## src/rtl/orientation_histogram_if.sv

```systemverilog
// Sample input and bin-total output ports of the orientation histogram.
`timescale 1ns/1ps
interface orientation_histogram_if #(
  parameter int unsigned MAG_BITS = 16,
  parameter int unsigned ACC_BITS = 24
);
  logic                in_valid;
  logic                in_ready;
  logic [5:0]          in_sector;
  logic                in_nan;
  logic [MAG_BITS-1:0] in_mag;
  logic                out_valid;
  logic                out_ready;
  logic [5:0]          out_bin;
  logic [ACC_BITS-1:0] out_count;
  logic                out_last;

  modport master (
    output in_valid, in_sector, in_nan, in_mag, out_ready,
    input  in_ready, out_valid, out_bin, out_count, out_last
  );

  modport slave (
    input  in_valid, in_sector, in_nan, in_mag, out_ready,
    output in_ready, out_valid, out_bin, out_count, out_last
  );
endinterface

```

## src/rtl/orientation_histogram.sv

```systemverilog
// 64-bin orientation histogram: accumulates saturating magnitudes per sector,
// then streams and clears all bins once a cell of samples has been accepted.
`timescale 1ns/1ps
module orientation_histogram #(
  parameter int unsigned MAG_BITS     = 16,
  parameter int unsigned ACC_BITS     = 24,
  parameter int unsigned CELL_SAMPLES = 64
) (
  input  logic                   clk,
  input  logic                   reset,
  orientation_histogram_if.slave bus
);
  localparam int unsigned NUM_BINS = 64;
  localparam int unsigned BIN_BITS = 6;
  localparam int unsigned SUM_BITS = ACC_BITS + 1;
  localparam int unsigned CNT_BITS = $clog2(CELL_SAMPLES + 1);

  typedef enum logic [1:0] {S_CLEAR, S_ACCUM, S_DRAIN, S_DUMP} state_e;

  state_e                state_q, state_d;
  logic [CNT_BITS-1:0]   cnt_q, cnt_d;
  logic [BIN_BITS-1:0]   clr_idx_q, clr_idx_d;
  logic                  s1_valid_q, s1_valid_d;
  logic [BIN_BITS-1:0]   s1_sector_q;
  logic [MAG_BITS-1:0]   s1_mag_q;
  logic                  in_ready_q, in_ready_d;
  logic                  out_valid_q, out_valid_d;
  logic [BIN_BITS-1:0]   out_bin_q, out_bin_d;
  logic [ACC_BITS-1:0]   out_count_q, out_count_d;
  logic                  out_last_q, out_last_d;
  logic [ACC_BITS-1:0]   bins_q [NUM_BINS];

  logic                  accept_c, xfer_c, clr_we_c;
  logic [BIN_BITS-1:0]   nxt_bin_c;
  logic [SUM_BITS-1:0]   sum_c;
  logic [ACC_BITS-1:0]   acc_new_c;

  assign accept_c  = bus.in_valid && in_ready_q;
  assign xfer_c    = out_valid_q && bus.out_ready;
  assign nxt_bin_c = out_bin_q + BIN_BITS'(1);

  // Single-stage read-modify-write: the write lands before the next read, so
  // back-to-back hits on one bin see each other's result without a stall.
  assign sum_c     = SUM_BITS'(bins_q[s1_sector_q]) + SUM_BITS'(s1_mag_q);
  assign acc_new_c = sum_c[ACC_BITS] ? '1 : sum_c[ACC_BITS-1:0];

  always_comb begin
    state_d     = state_q;
    cnt_d       = cnt_q;
    clr_idx_d   = clr_idx_q;
    s1_valid_d  = accept_c && !bus.in_nan;
    in_ready_d  = 1'b0;
    out_valid_d = out_valid_q;
    out_bin_d   = out_bin_q;
    out_count_d = out_count_q;
    out_last_d  = out_last_q;
    clr_we_c    = 1'b0;
    unique case (state_q)
      S_CLEAR: begin
        clr_we_c  = 1'b1;
        clr_idx_d = clr_idx_q + BIN_BITS'(1);
        if (clr_idx_q == BIN_BITS'(NUM_BINS - 1)) begin
          state_d    = S_ACCUM;
          in_ready_d = 1'b1;
        end
      end
      S_ACCUM: begin
        in_ready_d = 1'b1;
        if (accept_c) begin
          cnt_d = cnt_q + CNT_BITS'(1);
          if (cnt_q == CNT_BITS'(CELL_SAMPLES - 1)) begin
            state_d    = S_DRAIN;
            in_ready_d = 1'b0;
          end
        end
      end
      S_DRAIN: begin
        if (!s1_valid_q) begin
          state_d     = S_DUMP;
          out_valid_d = 1'b1;
          out_bin_d   = '0;
          out_count_d = bins_q[0];
          out_last_d  = 1'b0;
        end
      end
      S_DUMP: begin
        if (xfer_c) begin
          if (out_last_q) begin
            state_d     = S_ACCUM;
            in_ready_d  = 1'b1;
            cnt_d       = '0;
            out_valid_d = 1'b0;
            out_bin_d   = '0;
            out_last_d  = 1'b0;
          end else begin
            out_bin_d   = nxt_bin_c;
            out_count_d = bins_q[nxt_bin_c];
            out_last_d  = (nxt_bin_c == BIN_BITS'(NUM_BINS - 1));
          end
        end
      end
      default: state_d = S_CLEAR;
    endcase
  end

  always_ff @(posedge clk) begin
    if (reset) begin
      state_q     <= S_CLEAR;
      cnt_q       <= '0;
      clr_idx_q   <= '0;
      s1_valid_q  <= 1'b0;
      in_ready_q  <= 1'b0;
      out_valid_q <= 1'b0;
      out_bin_q   <= '0;
      out_count_q <= '0;
      out_last_q  <= 1'b0;
    end else begin
      state_q     <= state_d;
      cnt_q       <= cnt_d;
      clr_idx_q   <= clr_idx_d;
      s1_valid_q  <= s1_valid_d;
      in_ready_q  <= in_ready_d;
      out_valid_q <= out_valid_d;
      out_bin_q   <= out_bin_d;
      out_count_q <= out_count_d;
      out_last_q  <= out_last_d;
    end
  end

  always_ff @(posedge clk) begin
    if (accept_c) begin
      s1_sector_q <= bus.in_sector;
      s1_mag_q    <= bus.in_mag;
    end
  end

  // Bin storage: clear sweep, read-to-clear on transfer, accumulate write.
  always_ff @(posedge clk) begin
    if (!reset) begin
      if (clr_we_c) begin
        bins_q[clr_idx_q] <= '0;
      end else if (xfer_c) begin
        bins_q[out_bin_q] <= '0;
      end else if (s1_valid_q) begin
        bins_q[s1_sector_q] <= acc_new_c;
      end
    end
  end

  assign bus.in_ready  = in_ready_q;
  assign bus.out_valid = out_valid_q;
  assign bus.out_bin   = out_bin_q;
  assign bus.out_count = out_count_q;
  assign bus.out_last  = out_last_q;
endmodule

```

## src/flat_wrapper.sv

```systemverilog
// flat-port wrapper written by rule: the top's interface ports become plain ports
module orientation_histogram_flat 
#(
  parameter int unsigned MAG_BITS     = 16,
  parameter int unsigned ACC_BITS     = 24,
  parameter int unsigned CELL_SAMPLES = 64
)
  (clk, reset, bus_in_valid, bus_in_sector, bus_in_nan, bus_in_mag, bus_out_ready, bus_in_ready, bus_out_valid, bus_out_bin, bus_out_count, bus_out_last);
  orientation_histogram_if #(.MAG_BITS(MAG_BITS), .ACC_BITS(ACC_BITS)) bus_i ();
  input  logic clk;
  input  logic reset;
  input wire logic [$bits(bus_i.in_valid)-1:0] bus_in_valid;
  input wire logic [$bits(bus_i.in_sector)-1:0] bus_in_sector;
  input wire logic [$bits(bus_i.in_nan)-1:0] bus_in_nan;
  input wire logic [$bits(bus_i.in_mag)-1:0] bus_in_mag;
  input wire logic [$bits(bus_i.out_ready)-1:0] bus_out_ready;
  output wire logic [$bits(bus_i.in_ready)-1:0] bus_in_ready;
  output wire logic [$bits(bus_i.out_valid)-1:0] bus_out_valid;
  output wire logic [$bits(bus_i.out_bin)-1:0] bus_out_bin;
  output wire logic [$bits(bus_i.out_count)-1:0] bus_out_count;
  output wire logic [$bits(bus_i.out_last)-1:0] bus_out_last;
  assign bus_i.in_valid = bus_in_valid;
  assign bus_i.in_sector = bus_in_sector;
  assign bus_i.in_nan = bus_in_nan;
  assign bus_i.in_mag = bus_in_mag;
  assign bus_i.out_ready = bus_out_ready;
  assign bus_in_ready = bus_i.in_ready;
  assign bus_out_valid = bus_i.out_valid;
  assign bus_out_bin = bus_i.out_bin;
  assign bus_out_count = bus_i.out_count;
  assign bus_out_last = bus_i.out_last;
  orientation_histogram #(.MAG_BITS(MAG_BITS), .ACC_BITS(ACC_BITS), .CELL_SAMPLES(CELL_SAMPLES)) u_core (.clk(clk), .reset(reset), .bus(bus_i));
endmodule
```

## config.mk

```make
export PLATFORM = sky130hd
export DESIGN_NAME = orientation_histogram_flat
export DESIGN_NICKNAME = d
export VERILOG_FILES = /design/src/rtl/orientation_histogram_if.sv /design/src/rtl/orientation_histogram.sv /design/src/flat_wrapper.sv
export SDC_FILE = /design/constraint.sdc
export NUM_CORES = 2
export LEC_CHECK = 0
export ABC_AREA = 1
export CAP_MARGIN = 20
export CELL_PAD_IN_SITES_DETAIL_PLACEMENT = 0
export CELL_PAD_IN_SITES_GLOBAL_PLACEMENT = 2
export CORE_MARGIN = 2
export CORE_UTILIZATION = 40
export CTS_BUF_LIST = sky130_fd_sc_hd__clkbuf_4 sky130_fd_sc_hd__clkbuf_8
export DETAILED_ROUTE_END_ITERATION = 8
export PLACE_DENSITY_LB_ADDON = 0.08
export SETUP_SLACK_MARGIN = 0.1
export SLEW_MARGIN = 10
export SYNTH_ARGS = -nofsm -noshare
export SYNTH_HDL_FRONTEND = slang
export SYNTH_SLANG_ARGS = --single-unit
export TNS_END_PERCENT = 5
```

## constraint.sdc

```tcl
create_clock -name clk -period 14.3 [get_ports clk]
set_clock_uncertainty 0.05 [all_clocks]
set_input_delay 2.86 -clock clk [delete_from_list [all_inputs] [get_ports clk]]
set_output_delay 2.86 -clock clk [all_outputs]
set_load 0.02 [all_outputs]
```

# Word-level counts from Yosys, hierarchy flattened
# Memories as Yosys holds them, arrays and structs flattened. A register that Yosys moved wholly into a read port is not among the register bits.
# Index checks and enable logic that the tools add are counted.
# totals
regBits	71
mem_bits_rw	1536
inputBits	27
wordCells	97
n_memories	1
# memory_table
name	words	width	read_ports	rd_ports_with_merged_regs	write_ports	line_no	source
u_core.bins_q	64	24	3	1	1	orientation_histogram.sv:31	logic [ACC_BITS-1:0] bins_q [NUM_BINS];
# op_classes
add_sub_neg	4
n_eq_ne	13
muxes	54
reduce_logical	14
# ops
cell	n
$mux W24	6
$pmux W24 S2	1
$reduce_or A24 Y1	2
$mux W6	6
$mux W1	26
$add A24 B16 Y25	1
$mux W7	3
$pmux W7 S2	1
$add A6 B1 Y6 const B	2
$eq A6 B6 Y1 const B	2
$mux W2	6
$pmux W6 S2	1
$reduce_and A4 Y1	3
$ne A2 B1 Y1 const B	5
$pmux W2 S4	1
$add A7 B1 Y7 const B	1
$eq A7 B6 Y1 const B	1
$reduce_and A6 Y1	1
$eq A2 B2 Y1 const B	2
$ne A2 B2 Y1 const B	2
$pmux W1 S2	2
$reduce_bool A2 Y1	2
$logic_and A1 B1 Y1	3
$pmux W1 S3	1
other kinds (4)	4

# Logic depth before layout (Yosys ltp)
# logic_depth
word_depth	8
mapped_depth	28
mapped_depth_nobuf	22

# Worst setup path after synthesis
# Ideal clock, no wire load.
# synth_path
path_kind	input -> register
from	in reset
to	mem u_core.bins_q[0][18] (data pin)
setup_ps	588
arrival_time_ps	5606
required_ps	13662
setup_slack_ps	8055
stages	6
path_buffers	3
cell_sequence	clkbuf_1 > nor2_1 > nand3_1 > clkbuf_1 > clkbuf_1 > a31oi_1
# synth_via
elab_chain_len	4
# synth_rtl
element	line_no	source
from (decl)	flat_wrapper.sv:11	input logic reset;
$mux W1	orientation_histogram.sv:139	if (!reset) begin
$mux W1 (implied by the code)	orientation_histogram.sv:145	bins_q[s1_sector_q] <= acc_new_c;
$reduce_or A24 Y1 (no line)	-	
$mux W24 (no line)	-	
to (decl)	orientation_histogram.sv:31	
# No other way between the ends.

==> impl_metrics.tcl <==
set metrics [dict create \
    cts_setup_buffers 0 \
    postPlaceCellArea_mm2 0.0822 \
    design.die.area_mm2 0.201 \
    root_buffer_master "sky130_fd_sc_hd__clkbuf_8" \
    switching_power_mw 4.30 \
    hold_path.class "reg2reg" \
    holdCritStartpoint "u_core.bus.out_count[10]$_SDFFE_PP0P_" \
    power.share.combinational 0.227 \
    layout.filler_cells 18602 \
    rows 162 \
    grt_start_max_net_pins 185 \
    syn-mean-instance-area_um2 9.65 \
    power.switching_fraction 0.337 \
    maxSlewViolCount 0 \
    worstRegToRegCells 22 \
    syn-instance-count 8166 \
    critical_path.max_fanout 69 \
    run_status "finished, final reports clean" \
    dr.pass1.iters 6 \
    hpwl_mm 173 \
    synth.net_count 8219 \
    seq_power_share 0.419 \
    detail_route.drc_violations 0 \
    leakage_dissipation_nw 27.6 \
    cts-buffers-inserted 311 \
    yosys.cell_types.count 43 \
    placeableCoreArea_mm2 0.195 \
    postCtsResizedCells 0 \
    post_route_cells_drive_above_1_share 0.0967 \
    ant_nets 0 \
    first_global_vias 65623 \
    synth-seq-cells 1613 \
    rrSetupSlack_ns 6.45 \
    floorplan.initialDensity 0.403 \
    report.final.hold_viol_count 0 \
    reg2reg_to "u_core.bins_q[4][22]$_DFFE_PP_" \
    power_per_cell_area_mw_per_mm2 145 \
    drt-initial-drc-count 9119 \
    cts.hold.buffers_added 0 \
    groute.usage.overall 0.338 \
    clock_power_share 0.354 \
    mappedNetlistArea_mm2 0.0788 \
    insertion_delay_ns 1.10 \
    worst_setup_path_end_kind "flop" \
    detailroute.via_count 69103 \
    clkSlewWorstSetupHoldPaths_ns 0.06 \
    worst-setup-path-type "reg2reg" \
    hold-path-endpoint "u_core.bus.out_count[10]$_SDFFE_PP0P_" \
    drt-total-wl_mm 347 \
    most_used_dff_post_synth "sky130_fd_sc_hd__edfxtp_1" \
    gp_congestion 0.869 \
    holdWs_ns 0.413 \
    grt_overflow 0 \
    finalCriticalPeriod_ns 7.85 \
    buffers_added_on_ports 59 \
    totalNegativeSetupSlack_ns 0 \
    synth-edff-count 1558 \
    wl_per_cell_um 31.8 \
    worst_setup_path_start_kind "flop" \
    grt_antenna_before_repair 6 \
    syn2layout_area_growth_pct 11.8 \
    clkSinkCount 1613 \
    ys_seq_area_frac 0.608 \
    max_cap_check_violation_count 0 \
    tightestPinTransition_ns 1.14 \
    setup_violations 0 \
    route.detailed.vias_per_inst 6.34 \
    critPathArrivalTime_ns 8.56 \
    clock.fmax_ghz 0.127 \
    cts_tree "done" \
    cell_internal_pwr_mw 8.47 \
    final_nets 8105 \
    area.sequential_mm2 0.0479 \
    io_pins 60 \
    min_delay_path_depth 2 \
    worst_ir_drop_vdd_uv 94.0 \
    fp.dieW_um 448 \
    design_area_mm2 0.0881 \
    asyncSetResetFlopFracSynth 0 \
    cts_max_level 5 \
    die_y_um 448 \
    required_ns 15.00 \
    first_pass_grt_wire_length_mm 483 \
    tightest_slew_margin_relative_to_the_limit 0.240 \
    post_route_clock_period_utilization 0.549 \
    synth-warning-count 0 \
    clockBufferDepth 4 \
    rsz0062_at_grt "false" \
    multi_input_comb_area_mm2 0.0283 \
]
cells in the mapped netlist, types with 2 or more instances:
library cell / number / area [um^2]
sky130_fd_sc_hd__o21ai_0: 1486 / 7440
sky130_fd_sc_hd__nor2_1: 1612 / 6050
sky130_fd_sc_hd__buf_6: 18 / 203
sky130_fd_sc_hd__dfxtp_1: 55 / 1100
sky130_fd_sc_hd__buf_1: 32 / 120
sky130_fd_sc_hd__xnor2_1: 10 / 87.6
sky130_fd_sc_hd__o221ai_1: 38 / 333
sky130_fd_sc_hd__ha_1: 25 / 313
sky130_fd_sc_hd__buf_4: 27 / 203
sky130_fd_sc_hd__nand3_1: 600 / 3000
sky130_fd_sc_hd__o21ai_1: 45 / 225
sky130_fd_sc_hd__o311ai_1: 5 / 43.8
sky130_fd_sc_hd__clkbuf_1: 432 / 1620
sky130_fd_sc_hd__o32ai_1: 9 / 78.8
sky130_fd_sc_hd__or2_0: 27 / 169
sky130_fd_sc_hd__o21bai_1: 25 / 188
sky130_fd_sc_hd__clkinv_1: 2 / 7.51
sky130_fd_sc_hd__xor2_1: 10 / 87.6
sky130_fd_sc_hd__a21o_1: 3 / 22.5
sky130_fd_sc_hd__nor3_1: 10 / 50.1
sky130_fd_sc_hd__buf_2: 174 / 871
sky130_fd_sc_hd__edfxtp_1: 1558 / 46800
sky130_fd_sc_hd__o211ai_1: 144 / 1080
sky130_fd_sc_hd__a21boi_0: 2 / 15.0
sky130_fd_sc_hd__inv_2: 4 / 15.0
sky130_fd_sc_hd__nand3b_1: 2 / 15.0
sky130_fd_sc_hd__a31oi_1: 4 / 25.0
sky130_fd_sc_hd__nand2_1: 952 / 3570
sky130_fd_sc_hd__inv_1: 86 / 323
sky130_fd_sc_hd__or2_2: 21 / 131
sky130_fd_sc_hd__nand4_1: 3 / 18.8
sky130_fd_sc_hd__a21oi_1: 90 / 450
sky130_fd_sc_hd__o22ai_1: 645 / 4040
worst max path at each step:
stage                                      end  slack, ns  cells after the start
6_report        u_core.bins_q[4][22]$_DFFE_PP_       6.45                     22
5_1_grt        u_core.bins_q[31][12]$_DFFE_PP_       6.21                     22
4_1_cts        u_core.bins_q[17][12]$_DFFE_PP_       6.61                     22
3_5_place_dp   u_core.bins_q[11][12]$_DFFE_PP_       6.65                     22
3_3_place_gp   u_core.bins_q[50][20]$_DFFE_PP_       6.65                     21
2_1_floorplan   u_core.bins_q[0][18]$_DFFE_PP_       8.06                      6
layout make-up:
| type | instances | share of cell area |
|---|---|---|
| flip-flops and latches | 1613 | 0.544 |
| multi-input cells | 5778 | 0.322 |
| clock buffers | 422 | 0.0595 |
| well taps | 2624 | 0.0373 |
| repair buffers | 256 | 0.0260 |
| clock inverters | 104 | 0.00716 |
| inverters | 92 | 0.00456 |
| diodes | 3 | 0.0000852 |
critical path, stage by stage, from the launching register on:
cell and delay, ns:
sky130_fd_sc_hd__dfxtp_4 0.60, sky130_fd_sc_hd__inv_8 0.54, sky130_fd_sc_hd__buf_4 0.89, sky130_fd_sc_hd__buf_4 0.77, sky130_fd_sc_hd__o21ai_0 0.20, sky130_fd_sc_hd__o22ai_1 0.16, sky130_fd_sc_hd__nor2_1 0.06, sky130_fd_sc_hd__o32ai_1 0.41
sky130_fd_sc_hd__o21ai_0 0.31, sky130_fd_sc_hd__o21ai_1 0.52, sky130_fd_sc_hd__ha_1 0.39, sky130_fd_sc_hd__a21oi_1 0.22, sky130_fd_sc_hd__o21ai_0 0.13, sky130_fd_sc_hd__a21oi_1 0.16, sky130_fd_sc_hd__nand2_1 0.14, sky130_fd_sc_hd__nand2_1 0.08
sky130_fd_sc_hd__nand2_1 0.17, sky130_fd_sc_hd__nand3_2 0.12, sky130_fd_sc_hd__buf_4 0.53, sky130_fd_sc_hd__nand3_1 0.16, sky130_fd_sc_hd__nand2_1 0.10, sky130_fd_sc_hd__inv_2 0.29, sky130_fd_sc_hd__buf_4 0.38
placed cells by master, fill, tap and decap left out, types with 18 or more instances in the layout:
cell type	count
sky130_fd_sc_hd__nand2_1	951
sky130_fd_sc_hd__o21ai_1	45
sky130_fd_sc_hd__ha_1	23
sky130_fd_sc_hd__edfxtp_1	1558
sky130_fd_sc_hd__a21oi_4	19
sky130_fd_sc_hd__inv_1	77
sky130_fd_sc_hd__nand3_1	599
sky130_fd_sc_hd__clkinv_1	65
sky130_fd_sc_hd__clkbuf_8	332
sky130_fd_sc_hd__o221ai_1	38
sky130_fd_sc_hd__a21oi_1	71
sky130_fd_sc_hd__clkbuf_4	90
sky130_fd_sc_hd__buf_4	179
sky130_fd_sc_hd__or2_2	21
sky130_fd_sc_hd__nor2_4	66
sky130_fd_sc_hd__o21ai_0	1486
sky130_fd_sc_hd__clkdlybuf4s50_1	58
sky130_fd_sc_hd__buf_12	18
sky130_fd_sc_hd__o211ai_1	144
sky130_fd_sc_hd__or2_0	27
sky130_fd_sc_hd__nor2_1	1547
sky130_fd_sc_hd__dfxtp_1	48
sky130_fd_sc_hd__o22ai_1	645
sky130_fd_sc_hd__clkinv_2	28
sky130_fd_sc_hd__o21bai_1	25
power by group through the flow:
| stage | sequential, mW | clock (mW) | combinational, mW |
|---|---|---|---|
| floorplan | 5.39 | 0 | 1.74 |
| global placement | 5.44 | 0 | 2.83 |
| detailed placement | 5.44 | 0 | 2.82 |
| CTS | 5.34 | 4.59 | 2.83 |
| global route | 5.35 | 4.79 | 3.08 |
| finish | 5.35 | 4.52 | 2.90 |
per-stage QoR:
| step | utilization | cells | power [mW] | setup slack [ns] |
|---|---|---|---|---|
| finish | 0.451 | 10892 | 12.8 | 6.45 |
| global route | 0.451 | 10890 | 13.2 | 6.21 |
| CTS | 0.451 | 10889 | 12.8 | 6.61 |
| detailed placement | 0.421 | 10363 | 8.26 | 6.65 |
| global placement | 0.421 | 10362 | 8.27 | 6.65 |
| floorplan | - | 8166 | 7.12 | 8.06 |
layer usage:
metal  share of wire  vias to the layer above  GRT usage  wire length [um]
li1                -                    29418          -                 -
met1            0.41                    34598      0.458            142000
met2            0.44                     4203      0.518            153000
met3            0.10                      882     0.0707             35200
met4           0.049                        2      0.159             17100
met5        0.000038                        -          0                13
registers in the layout (all words and copies together), names as in the netlist, named ones only:
| signal | cells |
|---|---|
| u_core.bins_q | 1536 |
| u_core.bus.out_count | 24 |
| u_core.s1_mag_q | 16 |
| u_core.cnt_q | 7 |
| u_core.bus.out_bin | 6 |
| u_core.clr_idx_q | 6 |
| u_core.s1_sector_q | 6 |
| u_core.state_q | 2 |
| u_core.bus.in_ready | 1 |
| u_core.bus.out_last | 1 |
| u_core.bus.out_valid | 1 |
| u_core.s1_valid_q | 1 |
cells by family after synthesis:
kind of cell / count (synthesis) / share of synthesized area
and+or+nand+nor: 3232 / 0.166
DFF: 1613 / 0.608
AOI/OAI and AO/OA: 2499 / 0.177
buffers and inverters: 775 / 0.0427
xor gates and xnor gates: 21 / 0.00243
adders and majority gates: 26 / 0.00422
Note: power is estimated with default switching activity, not from simulation.
